===== config.mk =====
export PLATFORM = sky130hd
export DESIGN_NAME = fpu_add_input_gen
export DESIGN_NICKNAME = d
export VERILOG_FILES = /design/src/rtl/fpu_add_input_gen.sv
export SDC_FILE = /design/constraint.sdc
export NUM_CORES = 1
export LEC_CHECK = 0
export CAP_MARGIN = 20
export CORE_MARGIN = 2
export CORE_UTILIZATION = 65
export CTS_CLUSTER_DIAMETER = 50
export DETAILED_ROUTE_END_ITERATION = 10
export DONT_BUFFER_PORTS = 1
export PLACE_DENSITY = 0.81
export RECOVER_POWER = 50
export SYNTH_ARGS = -nofsm -noshare
export SYNTH_HDL_FRONTEND = slang
export SYNTH_SLANG_ARGS = --single-unit

===== constraint.sdc =====
create_clock -name clk -period 6.05 [get_ports clk]
set_input_delay 0.9075 -clock clk [delete_from_list [all_inputs] [get_ports clk]]
set_output_delay 0.9075 -clock clk [all_outputs]
set_load 0.005 [all_outputs]

===== src/rtl/fpu_add_input_gen.sv =====
// Purpose : free-running request generator for the FPU add/compare pipe.
//           It needs no inputs other than clk/rst.
// Latency : the first strobe follows the GAP-th rising edge after reset
//           release. Later strobes follow every GAP edges.
// Backpr. : none. The adder is assumed always ready, and the payload holds
//           between strobes.
// Ports   : clk, rst (async, active-low) ; opcode/round_mode/req_id/req_cc_id
//           request fields ; operand1/2 with their pre-decode flags ;
//           add_req one-cycle strobe.
module fpu_add_input_gen #(
  parameter logic [63:0] SEED    = 64'h0123_4567_89AB_CDEF,
  parameter int          GAP     = 4,
  parameter int          NUM_REQ = 0
) (
  input  logic        clk,
  input  logic        rst,
  output logic [7:0]  opcode,
  output logic [1:0]  round_mode,
  output logic [4:0]  req_id,
  output logic [1:0]  req_cc_id,
  output logic [63:0] operand1,
  output logic        oprd1_50_0_neq_0,
  output logic        oprd1_53_32_neq_0,
  output logic        oprd1_exp_neq_0,
  output logic        oprd1_exp_neq_ff,
  output logic [63:0] operand2,
  output logic        oprd2_50_0_neq_0,
  output logic        oprd2_53_32_neq_0,
  output logic        oprd2_exp_neq_0,
  output logic        oprd2_exp_neq_ff,
  output logic        add_req
);

  localparam logic [7:0]  GAP_M1  = 8'(GAP - 1);
  localparam logic [31:0] REQ_MAX = 32'(NUM_REQ);

  logic [7:0]  gap_cnt;
  logic [31:0] req_count;
  logic [31:0] issued;
  logic [63:0] lfsr_a;
  logic [63:0] lfsr_b;

  // Only k[6:0] reaches an output. The rest of the counter has no consumer.
  logic req_count_unused;
  assign req_count_unused = ^req_count[31:7];

  function automatic logic [7:0] op_lut(input logic [2:0] k);
    logic [7:0] op;
    op = 8'h41;
    case (k)
      3'd0: op = 8'h41;  // FADDs
      3'd1: op = 8'h42;  // FADDd
      3'd2: op = 8'h45;  // FSUBs
      3'd3: op = 8'h46;  // FSUBd
      3'd4: op = 8'h51;  // FCMPs
      3'd5: op = 8'h52;  // FCMPd
      3'd6: op = 8'h55;  // FCMPEs
      3'd7: op = 8'h56;  // FCMPEd
      default: op = 8'h41;
    endcase
    return op;
  endfunction

  // Fibonacci step with taps 64,63,61,60. The shift-left form keeps a zero
  // state unreachable from any nonzero seed.
  function automatic logic [63:0] lfsr_step(input logic [63:0] s);
    return {s[62:0], s[63] ^ s[62] ^ s[60] ^ s[59]};
  endfunction

  // Flag order: {50_0, 53_32, exp_neq_0, exp_neq_ff}.
  // A single-precision value lives in the upper word, so its 8-bit exponent
  // is [62:55]. A double's 11-bit exponent is [62:52].
  function automatic logic [3:0] calc_flags(input logic [63:0] op,
                                            input logic        sgl);
    logic ez;
    logic ef;
    if (sgl) begin
      ez = (op[62:55] != 8'h00);
      ef = (op[62:55] != 8'hFF);
    end else begin
      ez = (op[62:52] != 11'h000);
      ef = (op[62:52] != 11'h7FF);
    end
    return {|op[50:0], |op[53:32], ez, ef};
  endfunction

  logic        enabled;
  logic        issue;
  logic [7:0]  nxt_opcode;
  logic        nxt_sgl;
  logic [63:0] nxt_op1;
  logic [63:0] nxt_op2;
  logic [3:0]  nxt_f1;
  logic [3:0]  nxt_f2;

  always_comb begin
    enabled    = (NUM_REQ == 0) || (issued < REQ_MAX);
    issue      = (gap_cnt == GAP_M1) && enabled;
    nxt_opcode = op_lut(req_count[2:0]);
    nxt_sgl    = nxt_opcode[0];
    nxt_op1    = nxt_sgl ? {lfsr_a[63:32], 32'h0} : lfsr_a;
    nxt_op2    = nxt_sgl ? {lfsr_b[63:32], 32'h0} : lfsr_b;
    nxt_f1     = calc_flags(nxt_op1, nxt_sgl);
    nxt_f2     = calc_flags(nxt_op2, nxt_sgl);
  end

  always_ff @(posedge clk or negedge rst) begin
    if (!rst) begin
      gap_cnt           <= '0;
      req_count         <= '0;
      issued            <= '0;
      lfsr_a            <= SEED;
      lfsr_b            <= ~SEED;
      add_req           <= 1'b0;
      opcode            <= '0;
      round_mode        <= '0;
      req_id            <= '0;
      req_cc_id         <= '0;
      operand1          <= '0;
      operand2          <= '0;
      oprd1_50_0_neq_0  <= 1'b0;
      oprd1_53_32_neq_0 <= 1'b0;
      oprd1_exp_neq_0   <= 1'b0;
      oprd1_exp_neq_ff  <= 1'b0;
      oprd2_50_0_neq_0  <= 1'b0;
      oprd2_53_32_neq_0 <= 1'b0;
      oprd2_exp_neq_0   <= 1'b0;
      oprd2_exp_neq_ff  <= 1'b0;
    end else begin
      // The gap counter keeps cycling after NUM_REQ is reached. It is just
      // never allowed to fire again.
      gap_cnt <= (gap_cnt == GAP_M1) ? 8'h00 : gap_cnt + 8'h01;
      add_req <= issue;
      if (issue) begin
        req_count  <= req_count + 32'd1;
        if (issued != 32'hFFFF_FFFF) issued <= issued + 32'd1;
        lfsr_a     <= lfsr_step(lfsr_a);
        lfsr_b     <= lfsr_step(lfsr_b);
        opcode     <= nxt_opcode;
        round_mode <= req_count[6:5];
        req_id     <= req_count[4:0];
        req_cc_id  <= req_count[1:0];
        operand1   <= nxt_op1;
        operand2   <= nxt_op2;
        {oprd1_50_0_neq_0, oprd1_53_32_neq_0, oprd1_exp_neq_0, oprd1_exp_neq_ff} <= nxt_f1;
        {oprd2_50_0_neq_0, oprd2_53_32_neq_0, oprd2_exp_neq_0, oprd2_exp_neq_ff} <= nxt_f2;
      end
    end
  end

endmodule


==> flow_summary.ini, run 1 <==
[logic_synthesis]
postSynthAreaPerCell_um2 = 9.24
ys_types = 29
yosys_warnings = 0
synth-seq-area-share = 0.623
synth_area_mm2 = 0.0104
netlist_instances = 1131
synth-seq-cells = 257

[detailed_routing]
post_drt_wl_per_cell_um = 15.2
remaining_drc_errors = 0
wl_met1_um = 8590
dr.first_iter.drc_count = 511
firstDrtPassIters = 5
vias_per_cell = 5.44
wl_um = 19900
wl_met2_um = 9390
top_layer = met4
ant_nets = 0
vias = 7095
met3_length_um = 1410

[setup_path]
required_ns = 6.45
path_class = flip-flop to flip-flop
crit_path_top_delay_cell = or3_4
crit_fanout = 111
arrival_ns = 3.33
crit_path_max_incr_delay_ns = 0.64
crit_chain = or4_1 > or3_4 > inv_6 > buf_16 > nand4_1 > xnor2_1
r2r_start = gap_cnt[5]$_DFF_PN0_
worstSetupEndpointType = flip-flop
startpoint_type = flip-flop
startpoint = gap_cnt[5]$_DFF_PN0_

[global_route]
antenna_found_initial = 0
gr-total-overflow = 0
grtUsageTotal = 0.235
grt_start_max_net_pins = 258
grt_pass1_wl_um = 32800
grt_pass1_vias = 6687

[pwr]
swShare = 0.198
p_switching_mw = 0.660
clock_power_share = 0.483
cell_internal_pwr_mw = 2.67
vdd_ir_drop_max_uv = 300
pwr-share-seq = 0.517
p_comb_frac = 0
powerDensity_mw_per_mm2 = 302
p_total_mw = 3.33
power.leakage_nw = 5.95

[clock_tree]
clock_latency_ns = 0.52
cts_root_buf = clkbuf_16
clk_path_buf_depth = 3
cts_tree = yes
holdBufCountCts = 0
clkTransAtPathRegs_ns = 0.06
postCtsSetupRepairBufs = 0
cts_resized = 0
cts.sink_count = 257
ctsHtreeMaxLevel = 1
cts-buffers-inserted = 27

[sta]
max_freq_mhz = 341
timing_worst_slew_pin_value_ns = 1.07
hold_viol_final = 0
grt_setup_unrepaired = false
fin_crit_ns = 2.94
setup_viol = 0
fin_setup_tns_ns = 0
relSlewSlack = 0.288
finalClockSkew_ns = 0.0109
finalCritPeriodShare = 0.485
drv_slew = 0
hold_slack_ns = 0.0917

[floorplan]
die_w_um = 131
dieArea_mm2 = 0.0171
initial_core_util = 0.663
die-height_um = 131
core_area_mm2 = 0.0158
rows = 46
ios = 156

[cells_and_area]
drive_gt1_frac = 0.112
layout.nets = 1072
n_antenna_cell = 0
design_area_mm2 = 0.0110
areaGrowthSynthToFinish_pct = 5.66
final_util = 0.700

[run_status]
status = completed

[min_path]
hold_path_class = primary input to async pin

[placement]
dpl_cell_area_mm2 = 0.0101
gp_congestion = 0.806
io_buffer_count = 0
hpwl_um = 11900

[job]
drv_cap = 0
-- critical path: cells and delay by family (launching register included) --
kind	cells	cell delay [ns]
xor+xnor	1	0.16
flops	1	0.41
simple gates	3	1.36
buf+inv	2	0.83
-- synthesized netlist by cell type --
cell type	count	area, um2
buf_4	54	405
or4_1	1	7.51
ha_1	2	25.0
and2_1	1	6.26
xnor2_1	16	140
nand2b_1	3	18.8
or2_2	1	6.26
nor4_2	1	12.5
nor4_1	31	194
o31ai_1	2	15.0
buf_2	32	160
nand3_1	69	345
dfstp_2	64	1680
clkinv_2	1	5.00
a2111oi_2	2	30.0
conb_1	1	3.75
buf_6	3	33.8
a21oi_1	3	15.0
clkbuf_1	10	37.5
nor2_1	10	37.5
dfrtp_1	193	4830
o21ai_0	4	20.0
a21o_1	2	15.0
a31oi_1	4	25.0
and3_1	2	12.5
nand2_1	603	2260
nand4_1	14	87.6
xor2_1	1	8.76
or3_1	1	6.26
-- cell usage in the layout (no fill, tap or decap), types with 2 or more instances in the layout --
master      synthesis  layout
and3_1              2       2
clkinv_2            1       7
a21oi_1             3       3
clkinvlp_4          0       2
a2111oi_2           2       2
conb_1              1       3
a21o_1              2       2
a31oi_1             4       4
buf_4              54       4
o21ai_0             4       4
clkbuf_1           10       3
dfstp_2            64      64
o31ai_1             2       2
clkbuf_16           0      27
nand2_1           603     603
nand2b_1            3       3
ha_1                2       2
nand4_1            14      14
clkbuf_8            0       7
xnor2_1            16      16
dfrtp_1           193     192
nor4_1             31      31
nor2_1             10      10
inv_6               0       2
nand3_1            69      69
-- path summary, 6_finish.rpt --
path | endpoint | slack, ns | depth (start not counted)
max in group asynchronous | lfsr_a[19]$_DFFE_PN1P_ | 5.52 | 0
min | operand1[11]$_DFFE_PN0P_ | 0.09 | 0
max reg2reg | req_count[6]$_DFFE_PN0P_ | 3.11 | 6
min reg2reg | lfsr_a[40]$_DFFE_PN1P_ | 0.47 | 2
min in group clk | lfsr_a[40]$_DFFE_PN1P_ | 0.47 | 2
max | req_count[6]$_DFFE_PN0P_ | 3.11 | 6
-- metrics by stage --
stage                     setup WS [ns]  instances
after detailed placement           2.62       1254
final                              3.11       1304
after floorplan                    4.07       1133
after CTS                          2.59       1303
after global placement             2.69       1254
after global routing               2.90       1304
-- cells by family (layout without fill, tap and decap cells) --
logic type | after synthesis | in the layout | share of synthesized area
AND/OR/NAND/NOR | 737 | 737 | 0.287
flip-flops | 257 | 257 | 0.623
buffers and inverters | 100 | 55 | 0.0614
AO/OA/AOI/OAI | 17 | 17 | 0.0115
XOR/XNOR | 17 | 17 | 0.0142
adder cells (fa/ha/maj) | 2 | 2 | 0.00239
other | 1 | 3 | 0.000359
-- power by group through the flow --
stage | sequential [mW] | combinational [mW] | clock, mW
detailed placement | 1.75 | 0.000404 | 0
global placement | 1.75 | 0.000404 | 0
CTS | 1.72 | 0.000404 | 1.64
floorplan | 1.75 | 0.00181 | 0
global route | 1.72 | 0.000558 | 1.72
finish | 1.72 | 0.000434 | 1.61
-- layout make-up --
class,count,area [um2]
Sequential cell,257,6510
Fill cell,1196,4730
Multi-Input combinational cell,776,3310
Clock buffer,37,783
Tap cell,216,270
Clock inverter,12,100
Timing Repair Buffer,5,57.6
Inverter,1,8.76
-- layer usage --
metal,vias up,global-route usage
met2,192,0.362
met5,-,0
met3,45,0.0627
li1,3426,-
met4,0,0.0695
met1,3432,0.335
-- registers in the layout, summed over array words and instances, names as in the netlist, 2 cells and up --
name,flops
gap_cnt,8
lfsr_a,44
lfsr_b,53
operand1,64
operand2,64
req_count,7
req_id,5
round_mode,2
(Power assumes the default switching activity.)
==> run 2, diff against run 1 <==
- CORE_UTILIZATION: 65 -> 57
- PLACE_DENSITY: 0.81 -> 0.75
- clock period: 6.05 -> 2.6 ns (I/O delays scaled with it)
==> flow_summary.ini, run 2 (same netlist as run 1, synthesis figures left out) <==
[run_status]
status = complete, but fails checks
violations = hold timing

[cells_and_area]
areaGrowthSynthToFinish_pct = 7.53
final_common_cell = nand2_1
design_area_mm2 = 0.0112
drive_gt1_frac = 0.116
reg_top3 = operand1: 64 flops, operand2: 64 flops, lfsr_b: 53 flops
n_antenna_cell = 0
layout.nets = 1076
final_cell_mix = nand2_1, dfrtp_1, nand3_1
final_util = 0.625

[clock_tree]
clock_latency_ns = 0.52
ctsHtreeMaxLevel = 1
postCtsSetupRepairBufs = 0
cts.sink_count = 257
cts-buffers-inserted = 28
clk_path_buf_depth = 3
cts_root_buf = clkbuf_16
cts_tree = yes
clkTransAtPathRegs_ns = 0.06
cts_resized = 0

[setup_path]
r2r_cells = 5
r2r_slack_ns = 0.15
worstSetupEndpointType = flip-flop
required_ns = 2.99
path_class = flip-flop to flip-flop
arrival_ns = 2.84
r2r-end = oprd2_53_32_neq_0$_DFFE_PN0P_
crit_fanout = 246
r2r_start = gap_cnt[5]$_DFF_PN0_
startpoint_type = flip-flop

[sta]
fin_setup_tns_ns = 0
fin_crit_ns = 2.45
hold_viol_final = 257
fin_ws_ns = 0.153
max_freq_mhz = 409
drv_slew = 0
relSlewSlack = 0.240
setup_viol = 0
hold_slack_ns = -0.432
finalClockSkew_ns = 0.0155
finalCritPeriodShare = 0.941
timing_worst_slew_pin_value_ns = 1.14
grt_setup_unrepaired = false

[detailed_routing]
vias = 7061
wl_um = 20100
vias_per_cell = 5.34
firstDrtPassIters = 4
post_drt_wl_per_cell_um = 15.2
ant_nets = 0
dr.first_iter.drc_count = 396
remaining_drc_errors = 0

[floorplan]
ios = 156
die_w_um = 139
die-height_um = 139
core_area_mm2 = 0.0180
dieArea_mm2 = 0.0194
initial_core_util = 0.582
rows = 49

[pwr]
power.leakage_nw = 6.02
powerDensity_mw_per_mm2 = 721
vdd_ir_drop_max_uv = 543
p_total_mw = 8.11

[placement]
gp_congestion = 0.777
dpl_cell_area_mm2 = 0.0103
io_buffer_count = 0
hpwl_um = 12100
preCtsSetupSlack_ns = 0.266

[global_route]
grt_pass1_vias = 7069
grt_pass1_wl_um = 34800
grtUsageTotal = 0.210
grt_start_max_net_pins = 258
gr-total-overflow = 0
antenna_found_initial = 0

[min_path]
hold_path_class = primary input to async pin

[job]
drv_cap = 0
==> run 2: how the worst max path moves through the flow <==
stage,from,cells past startpoint,to,slack (ns)
after detailed placement,gap_cnt[5]$_DFF_PN0_,5,oprd1_exp_neq_ff$_DFFE_PN0P_,0.27
after CTS,gap_cnt[5]$_DFF_PN0_,5,oprd1_exp_neq_ff$_DFFE_PN0P_,0.25
final,gap_cnt[5]$_DFF_PN0_,5,oprd2_53_32_neq_0$_DFFE_PN0P_,0.15
after global placement,gap_cnt[5]$_DFF_PN0_,5,oprd2_exp_neq_ff$_DFFE_PN0P_,0.31
after global routing,gap_cnt[5]$_DFF_PN0_,5,oprd2_53_32_neq_0$_DFFE_PN0P_,0.03
after floorplan,gap_cnt[5]$_DFF_PN0_,7,oprd1_53_32_neq_0$_DFFE_PN0P_,0.62
==> run 2: per-layer routing <==
metal / track usage / wire length, um / vias to the layer above
li1: - / - / 3443
met1: 0.299 / 9120 / 3457
met2: 0.337 / 9580 / 140
met3: 0.0451 / 1030 / 21
met4: 0.0478 / 324 / 0
met5: 0 / 0 / -
==> run 2: critical path, cell delays in order, from the launching register on <==
cell	delay [ns]
dfrtp_1	0.42
or4_1	0.53
or3_4	0.42
buf_12	0.28
nor4_1	0.35
a21oi_1	0.11
==> run 2: cell type report <==
cell class	instances	area, um2
clock buffer	36	771
inverter	1	8.76
multi-input combinational	776	3310
clock inverter	16	214
sequential	257	6510
tap	229	287
timing repair buffer	8	135
fill	1471	6730
==> run 2: metrics by stage <==
| stage | cells | hold WS [ns] |
|---|---|---|
| floorplan | 1133 | 0.0944 |
| detailed placement | 1271 | 0.102 |
| global placement | 1271 | 0.104 |
| CTS | 1323 | -0.447 |
| global route | 1323 | -0.451 |
| finish | 1323 | -0.432 |
==> run 2: where the power goes <==
group,internal [mW],switching (mW)
Combinational,0,0.00105
Clock,2.51,1.59
Sequential,4.01,0
Total,6.52,1.59
